## config.mk

```make
export PLATFORM = sky130hd
export DESIGN_NAME = fifo_uart_tx
export DESIGN_NICKNAME = d
export VERILOG_FILES = /design/src/rtl/fifo_uart_tx.sv
export SDC_FILE = /design/constraint.sdc
export NUM_CORES = 1
export LEC_CHECK = 0
export CAP_MARGIN = 30
export CELL_PAD_IN_SITES_DETAIL_PLACEMENT = 2
export CELL_PAD_IN_SITES_GLOBAL_PLACEMENT = 2
export CORE_MARGIN = 2
export CORE_UTILIZATION = 37
export CTS_CLUSTER_DIAMETER = 80
export DETAILED_ROUTE_END_ITERATION = 7
export PLACE_DENSITY = 0.78
export SYNTH_ARGS = -nofsm -noshare
export SYNTH_HDL_FRONTEND = slang
export SYNTH_SLANG_ARGS = --single-unit
```

## constraint.sdc

```tcl
create_clock -name clk -period 5.4 [get_ports clk]
set_input_delay 1.08 -clock clk [delete_from_list [all_inputs] [get_ports clk]]
set_output_delay 1.08 -clock clk [all_outputs]
set_load 0.05 [all_outputs]
```

## src/rtl/fifo_uart_tx.sv

```systemverilog
// FIFO read-side UART transmitter: pops one byte at a time from an
// async FIFO and sends it as 8N1 on tx, LSB first.
module fifo_uart_tx #(
    parameter int CLK_DIV = 16
) (
    input  logic       clk,
    input  logic       rst_n,
    input  logic       fifo_empty,
    input  logic [7:0] fifo_dout,
    output logic       fifo_rd_en,
    output logic       tx,
    output logic       busy,
    output logic       byte_done
);

    localparam int CW = $clog2(CLK_DIV);
    localparam logic [CW-1:0] CNT_MAX = CW'(CLK_DIV - 1);

    typedef enum logic [2:0] {
        S_IDLE,
        S_POP,
        S_LOAD,
        S_START,
        S_DATA,
        S_STOP
    } state_t;

    state_t        state_q, state_d;
    logic [CW-1:0] cnt_q, cnt_d;
    logic [2:0]    idx_q, idx_d;
    logic [7:0]    shreg_q, shreg_d;
    logic          rd_q, rd_d;
    logic          tx_q, tx_d;
    logic          busy_q, busy_d;
    logic          done_q, done_d;
    logic          tick;

    assign tick = (cnt_q == CNT_MAX);

    always_comb begin
        state_d = state_q;
        cnt_d   = '0;
        idx_d   = idx_q;
        shreg_d = shreg_q;
        rd_d    = 1'b0;
        tx_d    = tx_q;
        done_d  = 1'b0;
        unique case (state_q)
            S_IDLE: begin
                if (!fifo_empty) begin
                    rd_d    = 1'b1;
                    state_d = S_POP;
                end
            end
            S_POP: begin
                state_d = S_LOAD;
            end
            // FIFO data is valid one cycle after the pop edge
            S_LOAD: begin
                shreg_d = fifo_dout;
                tx_d    = 1'b0;
                state_d = S_START;
            end
            S_START: begin
                cnt_d = cnt_q + 1'b1;
                if (tick) begin
                    cnt_d   = '0;
                    tx_d    = shreg_q[0];
                    idx_d   = '0;
                    state_d = S_DATA;
                end
            end
            S_DATA: begin
                cnt_d = cnt_q + 1'b1;
                if (tick) begin
                    cnt_d = '0;
                    if (idx_q == 3'd7) begin
                        tx_d    = 1'b1;
                        state_d = S_STOP;
                    end else begin
                        shreg_d = {1'b0, shreg_q[7:1]};
                        tx_d    = shreg_q[1];
                        idx_d   = idx_q + 3'd1;
                    end
                end
            end
            S_STOP: begin
                cnt_d = cnt_q + 1'b1;
                if (tick) begin
                    cnt_d   = '0;
                    done_d  = 1'b1;
                    state_d = S_IDLE;
                end
            end
            default: begin
                state_d = S_IDLE;
            end
        endcase
        busy_d = (state_d != S_IDLE);
    end

    always_ff @(posedge clk or negedge rst_n) begin
        if (!rst_n) begin
            state_q <= S_IDLE;
            cnt_q   <= '0;
            idx_q   <= '0;
            shreg_q <= '0;
            rd_q    <= 1'b0;
            tx_q    <= 1'b1;
            busy_q  <= 1'b0;
            done_q  <= 1'b0;
        end else begin
            state_q <= state_d;
            cnt_q   <= cnt_d;
            idx_q   <= idx_d;
            shreg_q <= shreg_d;
            rd_q    <= rd_d;
            tx_q    <= tx_d;
            busy_q  <= busy_d;
            done_q  <= done_d;
        end
    end

    assign fifo_rd_en = rd_q;
    assign tx         = tx_q;
    assign busy       = busy_q;
    assign byte_done  = done_q;

endmodule

```

==> qor_table.md, run 1 <==
| Parameter | Value | Unit |
|---|---|---|
| Run status | finished clean | - |
| Die Area | 3340 | µm² |
| Largest fanout on the critical path | 4 | - |
| Ranking of synthesized cells by instance count | dfrtp_1, nand2_1, a2bb2oi_1, o21ai_0, o22ai_1 | - |
| RSZ-0062 raised after global routing | false | - |
| Post-synthesis instance area | 1070 | µm² |
| Post-layout instance count excluding filler cells | 144 | - |
| CTS tree | built | - |
| Yosys warning total | 0 | - |
| Worst-case setup slack after placement | 2970 | ps |
| Distinct cells, synth | 34 | - |
| Family with the most delay on the worst path | buffers and inverters | - |
| Number of resized instances in the post-cts repair step | 0 | - |
| Cell count after placement | 140 | - |
| I/O Buffers | 14 | - |
| Maximum operating frequency | 364 | MHz |
| Register area share after synthesis | 0.515 | - |
| Minimum setup slack in the final design | 2650 | ps |
| Max-cap viol count | 0 | - |
| CTS H-tree depth | 1 | - |
| Clock slew at reported path FFs | 110 | ps |
| Final Net Count | 128 | - |
| Class of the tightest hold or removal check | reg2reg | - |
| Std-Cell Core Area | 2760 | µm² |
| Number of optimization iterations in the first detailed-route pass | 4 | - |
| Sum of routed wire length over all layers | 2.43 | mm |
| Required @ worst endpoint | 4320 | ps |
| Number of failing hold endpoints at the final stage | 0 | - |
| Slowest Stage Delay on Critical Path | 800 | ps |
| Wirelength per Cell | 16.9 | µm |
| Share of async-settable or async-resettable flops after synthesis | 1.00 | - |
| Slew at the pin closest to its max-slew limit | 628 | ps |
| Yosys top cell area share | 0.490 | - |
| Deepest clock path buffer count | 2 | - |
| Final Wtd Congestion | 0.715 | - |
| Clock tree sinks | 22 | - |
| HPWL after detailed placement | 1.77 | mm |
| Critical-path cell list | clkdlybuf4s50_1 | - |
| Critical path arrival | 1670 | ps |
| Fraction of final layout cells with drive strength greater than 1 | 0.0796 | - |
| Count of vias placed by the detailed router | 852 | - |
| Synthesized netlist cell count | 97 | - |
| Die width | 57.8 | µm |
| Number of max-slew violations in the final report | 0 | - |
| Cell types occupying the most area after synthesis | dfrtp_1, a2bb2oi_1, o22ai_1, ha_1, o21ai_0 | - |
| Cell Pwr Density | 209 | nW/µm² |
| Tmin final | 2750 | ps |
| Fillers | 295 | - |
| Number of diodes added for antenna fixing | 0 | - |
| Buf/Inv on CP | 1 | - |
| Number of hold-repair buffers added at the cts stage | 0 | - |
| Cell at the slowest stage of the critical path | clkdlybuf4s50_1 | - |
| Worst-skew pair later-pin latency | 310 | ps |
| Gr usage total | 0.162 | - |
| Count of buffers added by post-CTS timing repair for setup | 0 | - |
| P_leak | 0.576 | nW |
| Effective utilization at floorplan | 0.389 | - |
| Final period utilization | 0.509 | - |
| Total Negative Setup Slacks | 0 | ps |
| Die height | 57.8 | µm |
| Flip-flop cell with the highest count after synthesis | dfrtp_1 | - |
| Fin Clk Skew | 9.62 | ps |
| Via count of the first global-routing pass | 912 | - |
| Cell row count | 19 | - |
| Antenna violations before repair | 0 | - |
| Maximum number of pins on one net before global-route repair | 16 | - |
| Cell with the most instances after synthesis | dfrtp_1 | - |
| Capturing element type of the critical path | output port | - |
| Post-synthesis sequential element count | 22 | - |
| Post-synthesis net count | 111 | - |
| Synth area leader | dfrtp_1 | - |
| GRT Residual Overflow | 0 | - |
| Layout overhead on the synthesized area | 18.9 | % |
| Setup-violating endpoint count in the final report | 0 | - |
| Total power of the final layout | 266 | µW |
| Launching element type of the critical path | flip-flop | - |
| Synthesized area divided by synthesized cell count | 11.1 | µm² |
| Clock buffer count from CTS | 3 | - |
| Via count normalized by instance count | 5.92 | - |
| Type of the worst setup path | reg2out | - |
| Final antenna-violating net count | 0 | - |
| DRC errors left | 0 | - |
| Remaining max-slew budget at the tightest pin | 0.577 | - |
| Initial drt markers | 18 | - |
| Worst IR Drop VDD | 0.120 | mV |
| Number of top-level pins | 15 | - |
| First-pass GRT wire length | 4.14 | mm |
| Count of flip-flops with a built-in enable after synthesis | 0 | - |
| Cell at the root of the clock tree | clkbuf_4 | - |
## placed cells by master (no fill, tap or decap), types with 2 or more instances in the layout
master	netlist	routed
o22ai_1	7	7
nor2b_1	2	2
a21oi_1	2	2
dfrtp_1	21	21
a2bb2oi_1	7	7
ha_1	3	3
nand2b_1	3	3
clkdlybuf4s50_1	0	14
clkbuf_4	0	3
o21ai_0	7	7
nor3b_1	2	2
nor3_1	3	3
a31oi_1	2	2
nand3_1	3	3
inv_1	2	2
nor2_1	3	3
nand2_1	9	9
## sequential cells by signal, indices dropped and copies added (netlist names)
| name | flops |
|---|---|
| tx | 1 |
| idx_q | 3 |
| shreg_q | 8 |
| busy | 1 |
| state_q | 3 |
| byte_done | 1 |
| cnt_q | 4 |
| fifo_rd_en | 1 |
## cells by family after synthesis
kind of cell / Yosys count / share of synthesized area
xor gates and xnor gates: 1 / 0.00817
DFF: 22 / 0.515
muxes: 1 / 0.00934
adders and majority gates: 4 / 0.0443
buffers and inverters: 6 / 0.0303
and+or+nand+nor: 29 / 0.155
AOI/OAI and AO/OA: 34 / 0.238
## cell type report
type / count / area (µm²) / area share
inverter: 2 / 7.51 / 0.00589
sequential: 22 / 552 / 0.433
multi-input combinational: 69 / 488 / 0.383
tap: 31 / 38.8 / 0.0304
timing repair buffer: 16 / 163 / 0.128
clock buffer: 4 / 26.3 / 0.0206
## metal layers
metal	routed length (µm)	GRT usage	up-vias
met5	0	0	-
met4	38	0.0698	0
met3	69	0.0201	4
met2	1170	0.274	15
met1	1150	0.209	433
li1	-	-	400
## worst reg2reg max path, stage by stage (launching register included)
cell and delay (ps):
dfrtp_1 420, ha_1 210, ha_1 230, nor4b_4 320, a21o_4 170, a21boi_4 290, a2bb2oi_1 210
## path summary, 6_finish.rpt
check,start,end,slack [ps],cells past startpoint
setup / recovery,tx,tx,2650,1
hold / removal,idx_q[1],idx_q[1],510,2
setup reg to reg,idx_q[0],shreg_q[5],3470,6
hold reg to reg,idx_q[1],idx_q[1],510,2
max in group asynchronous,rst_n,shreg_q[0],3870,2
min in group asynchronous,rst_n,busy,1070,1
## where the power goes
group | switching (mW) | internal, mW
clock | 0.0484 | 0.0288
combinational | 0.00785 | 0.0113
sequential | 0.00213 | 0.168
total | 0.0583 | 0.208
## metrics by stage
stage | instance area (µm²) | utilization | hold slack (ps)
5_1_grt | 1270 | 0.462 | 555
4_1_cts | 1270 | 0.462 | 525
3_3_place_gp | 1230 | 0.447 | 466
6_report | 1270 | 0.462 | 513
3_5_place_dp | 1250 | 0.453 | 499
2_1_floorplan | 1070 | - | 454
Note: power is estimated with default switching activity, not from simulation.
==> run 2, diff against run 1 <==
--- a/config.mk
+++ b/config.mk
@@ -9,10 +9,10 @@
 export CELL_PAD_IN_SITES_DETAIL_PLACEMENT = 2
 export CELL_PAD_IN_SITES_GLOBAL_PLACEMENT = 2
 export CORE_MARGIN = 2
-export CORE_UTILIZATION = 37
+export CORE_UTILIZATION = 31
 export CTS_CLUSTER_DIAMETER = 80
 export DETAILED_ROUTE_END_ITERATION = 7
-export PLACE_DENSITY = 0.78
+export PLACE_DENSITY = 0.69
 export SYNTH_ARGS = -nofsm -noshare
 export SYNTH_HDL_FRONTEND = slang
 export SYNTH_SLANG_ARGS = --single-unit
==> constraint.sdc (replaced) <==
create_clock -name clk -period 2.23 [get_ports clk]
set_input_delay 0.446 -clock clk [delete_from_list [all_inputs] [get_ports clk]]
set_output_delay 0.446 -clock clk [all_outputs]
set_load 0.05 [all_outputs]
==> run 2 against run 1 <==
Register-to-register slack worse by 3200 ps. Largest cell class unchanged. Design area grew 0.88%. Worst hold slack worse by 35 ps. Clock power increased to 2.5 times the previous value. Die area is 18% higher. Sequential share of layout area is 0.38 points lower. Worst setup slack got worse by 2600 ps. Sequential power increased by 140%. First-iteration DRC count increased by 83%. Wire length up 5.0%.
==> qor_table.md, run 2 (synthesized netlist as in run 1, its figures left out) <==
| Parameter | Value | Unit | Delta |
|---|---|---|---|
| Critical-path cell list | clkdlybuf4s50_1 | - |  |
| Most common cell after layout, fill and taps aside | dfrtp_1 | - |  |
| Layout overhead on the synthesized area | 20.0 | % |  |
| Wirelength per Cell | 16.0 | µm | -4.9% |
| Remaining max-slew budget at the tightest pin | 0.591 | - | +0.0140 |
| Run status | finished clean | - |  |
| GRT Residual Overflow | 0 | - | unchanged |
| Highest-count cells in the layout ignoring fill and taps | dfrtp_1, clkdlybuf4s50_1, nand2_1 | - |  |
| First-pass GRT wire length | 4.52 | mm | +9.2% |
| Fraction of final layout cells with drive strength greater than 1 | 0.0796 | - | unchanged |
| HPWL after detailed placement | 1.85 | mm | +4.6% |
| Required @ worst endpoint | 1780 | ps | -2540 ps |
| Number of max-slew violations in the final report | 0 | - | unchanged |
| Die width | 62.8 | µm | +8.6% |
| Tmin final | 2140 | ps |  |
| Launching element type of the critical path | flip-flop | - |  |
| Number of hold-repair buffers added at the cts stage | 0 | - | unchanged |
| Effective utilization at floorplan | 0.321 | - | -0.0675 |
| Worst-skew pair later-pin latency | 310 | ps | about the same |
| Number of diodes added for antenna fixing | 0 | - | unchanged |
| Gr usage total | 0.144 | - | -0.0179 |
| Worst-case setup slack after placement | 303 | ps | -2670 ps |
| Final Net Count | 128 | - | unchanged |
| Internal Pwr Total | 503 | µW | +140% |
| Slew at the pin closest to its max-slew limit | 607 | ps | -20.7 ps |
| Number of failing hold endpoints at the final stage | 0 | - | unchanged |
| Max-cap viol count | 0 | - | unchanged |
| Maximum number of pins on one net before global-route repair | 23 | - | +7 |
| Antenna violations before repair | 0 | - | unchanged |
| Register-to-Register Setup Slack | 300 | ps | -3170 ps |
| Post-layout instance count excluding filler cells | 159 | - | +10% |
| Via count of the first global-routing pass | 912 | - | unchanged |
| Std-Cell Core Area | 3340 | µm² | +21% |
| Family with the most delay on the worst path | buffers and inverters | - |  |
| CTS H-tree depth | 1 | - | unchanged |
| Switching Share | 0.228 | - | +0.00927 |
| Flip-flop count of the largest register, all copies and words added | 8 | - | unchanged |
| Clock buffer count from CTS | 3 | - | unchanged |
| Initial drt markers | 33 | - | +15 |
| Number of optimization iterations in the first detailed-route pass | 3 | - | -1 |
| Number of resized instances in the post-cts repair step | 0 | - | unchanged |
| Buf/Inv on CP | 1 | - | unchanged |
| Cell row count | 21 | - | +2 |
| Psw | 149 | µW | +150% |
| Clock group share of total power | 0.298 | - | +0.008 |
| Cell Pwr Density | 506 | nW/µm² | +140% |
| Critical path arrival | 1700 | ps | +30 ps |
| DRC errors left | 0 | - | unchanged |
| CTS tree | built | - |  |
| P_leak | 0.573 | nW | -0.45% |
| Worst IR Drop VDD | 0.283 | mV | +140% |
| Count of vias placed by the detailed router | 836 | - | -1.9% |
| Cell count after placement | 155 | - | +11% |
| Worst hold slack | 478 | ps | -35.2 ps |
| Seq. cell area | 552 | µm² | unchanged |
| Die Area | 3950 | µm² | +18% |
| I/O Buffers | 14 | - | unchanged |
| Number of top-level pins | 15 | - | unchanged |
| Fin Clk Skew | 8.17 | ps | -1.45 ps |
| Final period utilization | 0.961 | - |  |
| Class of the tightest hold or removal check | in2async | - |  |
| Clock slew at reported path FFs | 130 | ps | +20 ps |
| Total Negative Setup Slacks | 0 | ps | unchanged |
| Top Registers | shreg_q: 8 flops, cnt_q: 4 flops | - |  |
| Area used by multi-input combinational logic | 488 | µm² | unchanged |
| Deepest clock path buffer count | 2 | - | unchanged |
| Sequential share of power | 0.633 | - | -0.006 |
| Slowest Stage Delay on Critical Path | 810 | ps | about the same |
| Total power of the final layout | 651 | µW | +140% |
| Sum of routed wire length over all layers | 2.55 | mm | +5.0% |
| Fillers | 375 | - | +27% |
| Count of buffers added by post-CTS timing repair for setup | 0 | - | unchanged |
| Cell at the slowest stage of the critical path | clkdlybuf4s50_1 | - |  |
| Register ranked first by flip-flop count | shreg_q | - |  |
| Final Wtd Congestion | 0.706 | - | -1.3% |
| Via count normalized by instance count | 5.26 | - | -11% |
| Final antenna-violating net count | 0 | - | unchanged |
| Cell at the root of the clock tree | clkbuf_4 | - |  |
| Die height | 62.8 | µm | +8.6% |
| Part of the total power dissipated in combinational logic | 0.069 | - | -0.003 |
| RSZ-0062 raised after global routing | false | - |  |
| Maximum operating frequency | 467 | MHz |  |
| Minimum setup slack in the final design | 87.6 | ps | -2560 ps |
| Clock tree sinks | 22 | - | unchanged |
| Type of the worst setup path | reg2out | - |  |
| Largest fanout on the critical path | 4 | - | unchanged |
| Setup-violating endpoint count in the final report | 0 | - | unchanged |
| Capturing element type of the critical path | output port | - |  |
-- run 2: cell counts in the layout (fill, tap and decap cells not counted) --
No cell type changed its count.
-- run 2: worst reg2reg max path: stages (launching register included) --
cell and delay, ps:
dfrtp_1 410, ha_1 220, ha_1 230, nor4b_4 330, a21o_4 170, a21boi_4 280, a2bb2oi_1 200
-- run 2: cell type report --
class | count | share of cell area
sequential | 22 | 0.429
tap | 46 | 0.0447
multi-input combinational | 69 | 0.379
clock buffer | 4 | 0.0204
inverter | 2 | 0.00584
timing repair buffer | 16 | 0.121
-- run 2: power by group through the flow --
stage | Sequential, mW | Combinational, mW | Clock [mW]
floorplan | 0.422 | 0.0107 | 0
global placement | 0.420 | 0.0447 | 0
detailed placement | 0.420 | 0.0460 | 0
CTS | 0.413 | 0.0462 | 0.207
global route | 0.414 | 0.0500 | 0.225
finish | 0.413 | 0.0449 | 0.194
-- run 2: metrics by stage --
| step | instance area (µm²) | utilization |
|---|---|---|
| global placement | 1260 | 0.378 |
| detailed placement | 1260 | 0.378 |
| finish | 1290 | 0.385 |
| CTS | 1290 | 0.385 |
| floorplan | 1070 | - |
| global route | 1290 | 0.385 |
-- run 2: final timing paths --
| check | startpoint | cells after the start | to |
|---|---|---|---|
| max | tx | 1 | tx |
| min | rst_n | 2 | state_q[1] |
| max reg2reg | idx_q[0] | 6 | shreg_q[0] |
| min reg2reg | idx_q[1] | 2 | idx_q[1] |
| max in group asynchronous | rst_n | 2 | tx |
| min in group clk | idx_q[1] | 2 | idx_q[1] |
-- run 2: metal layers --
| layer | part of all wire | GRT usage |
|---|---|---|
| met1 | 0.46 | 0.180 |
| met2 | 0.50 | 0.253 |
| met3 | 0.035 | 0.0288 |
| met4 | 0.0094 | 0.0417 |
| met5 | 0 | 0 |
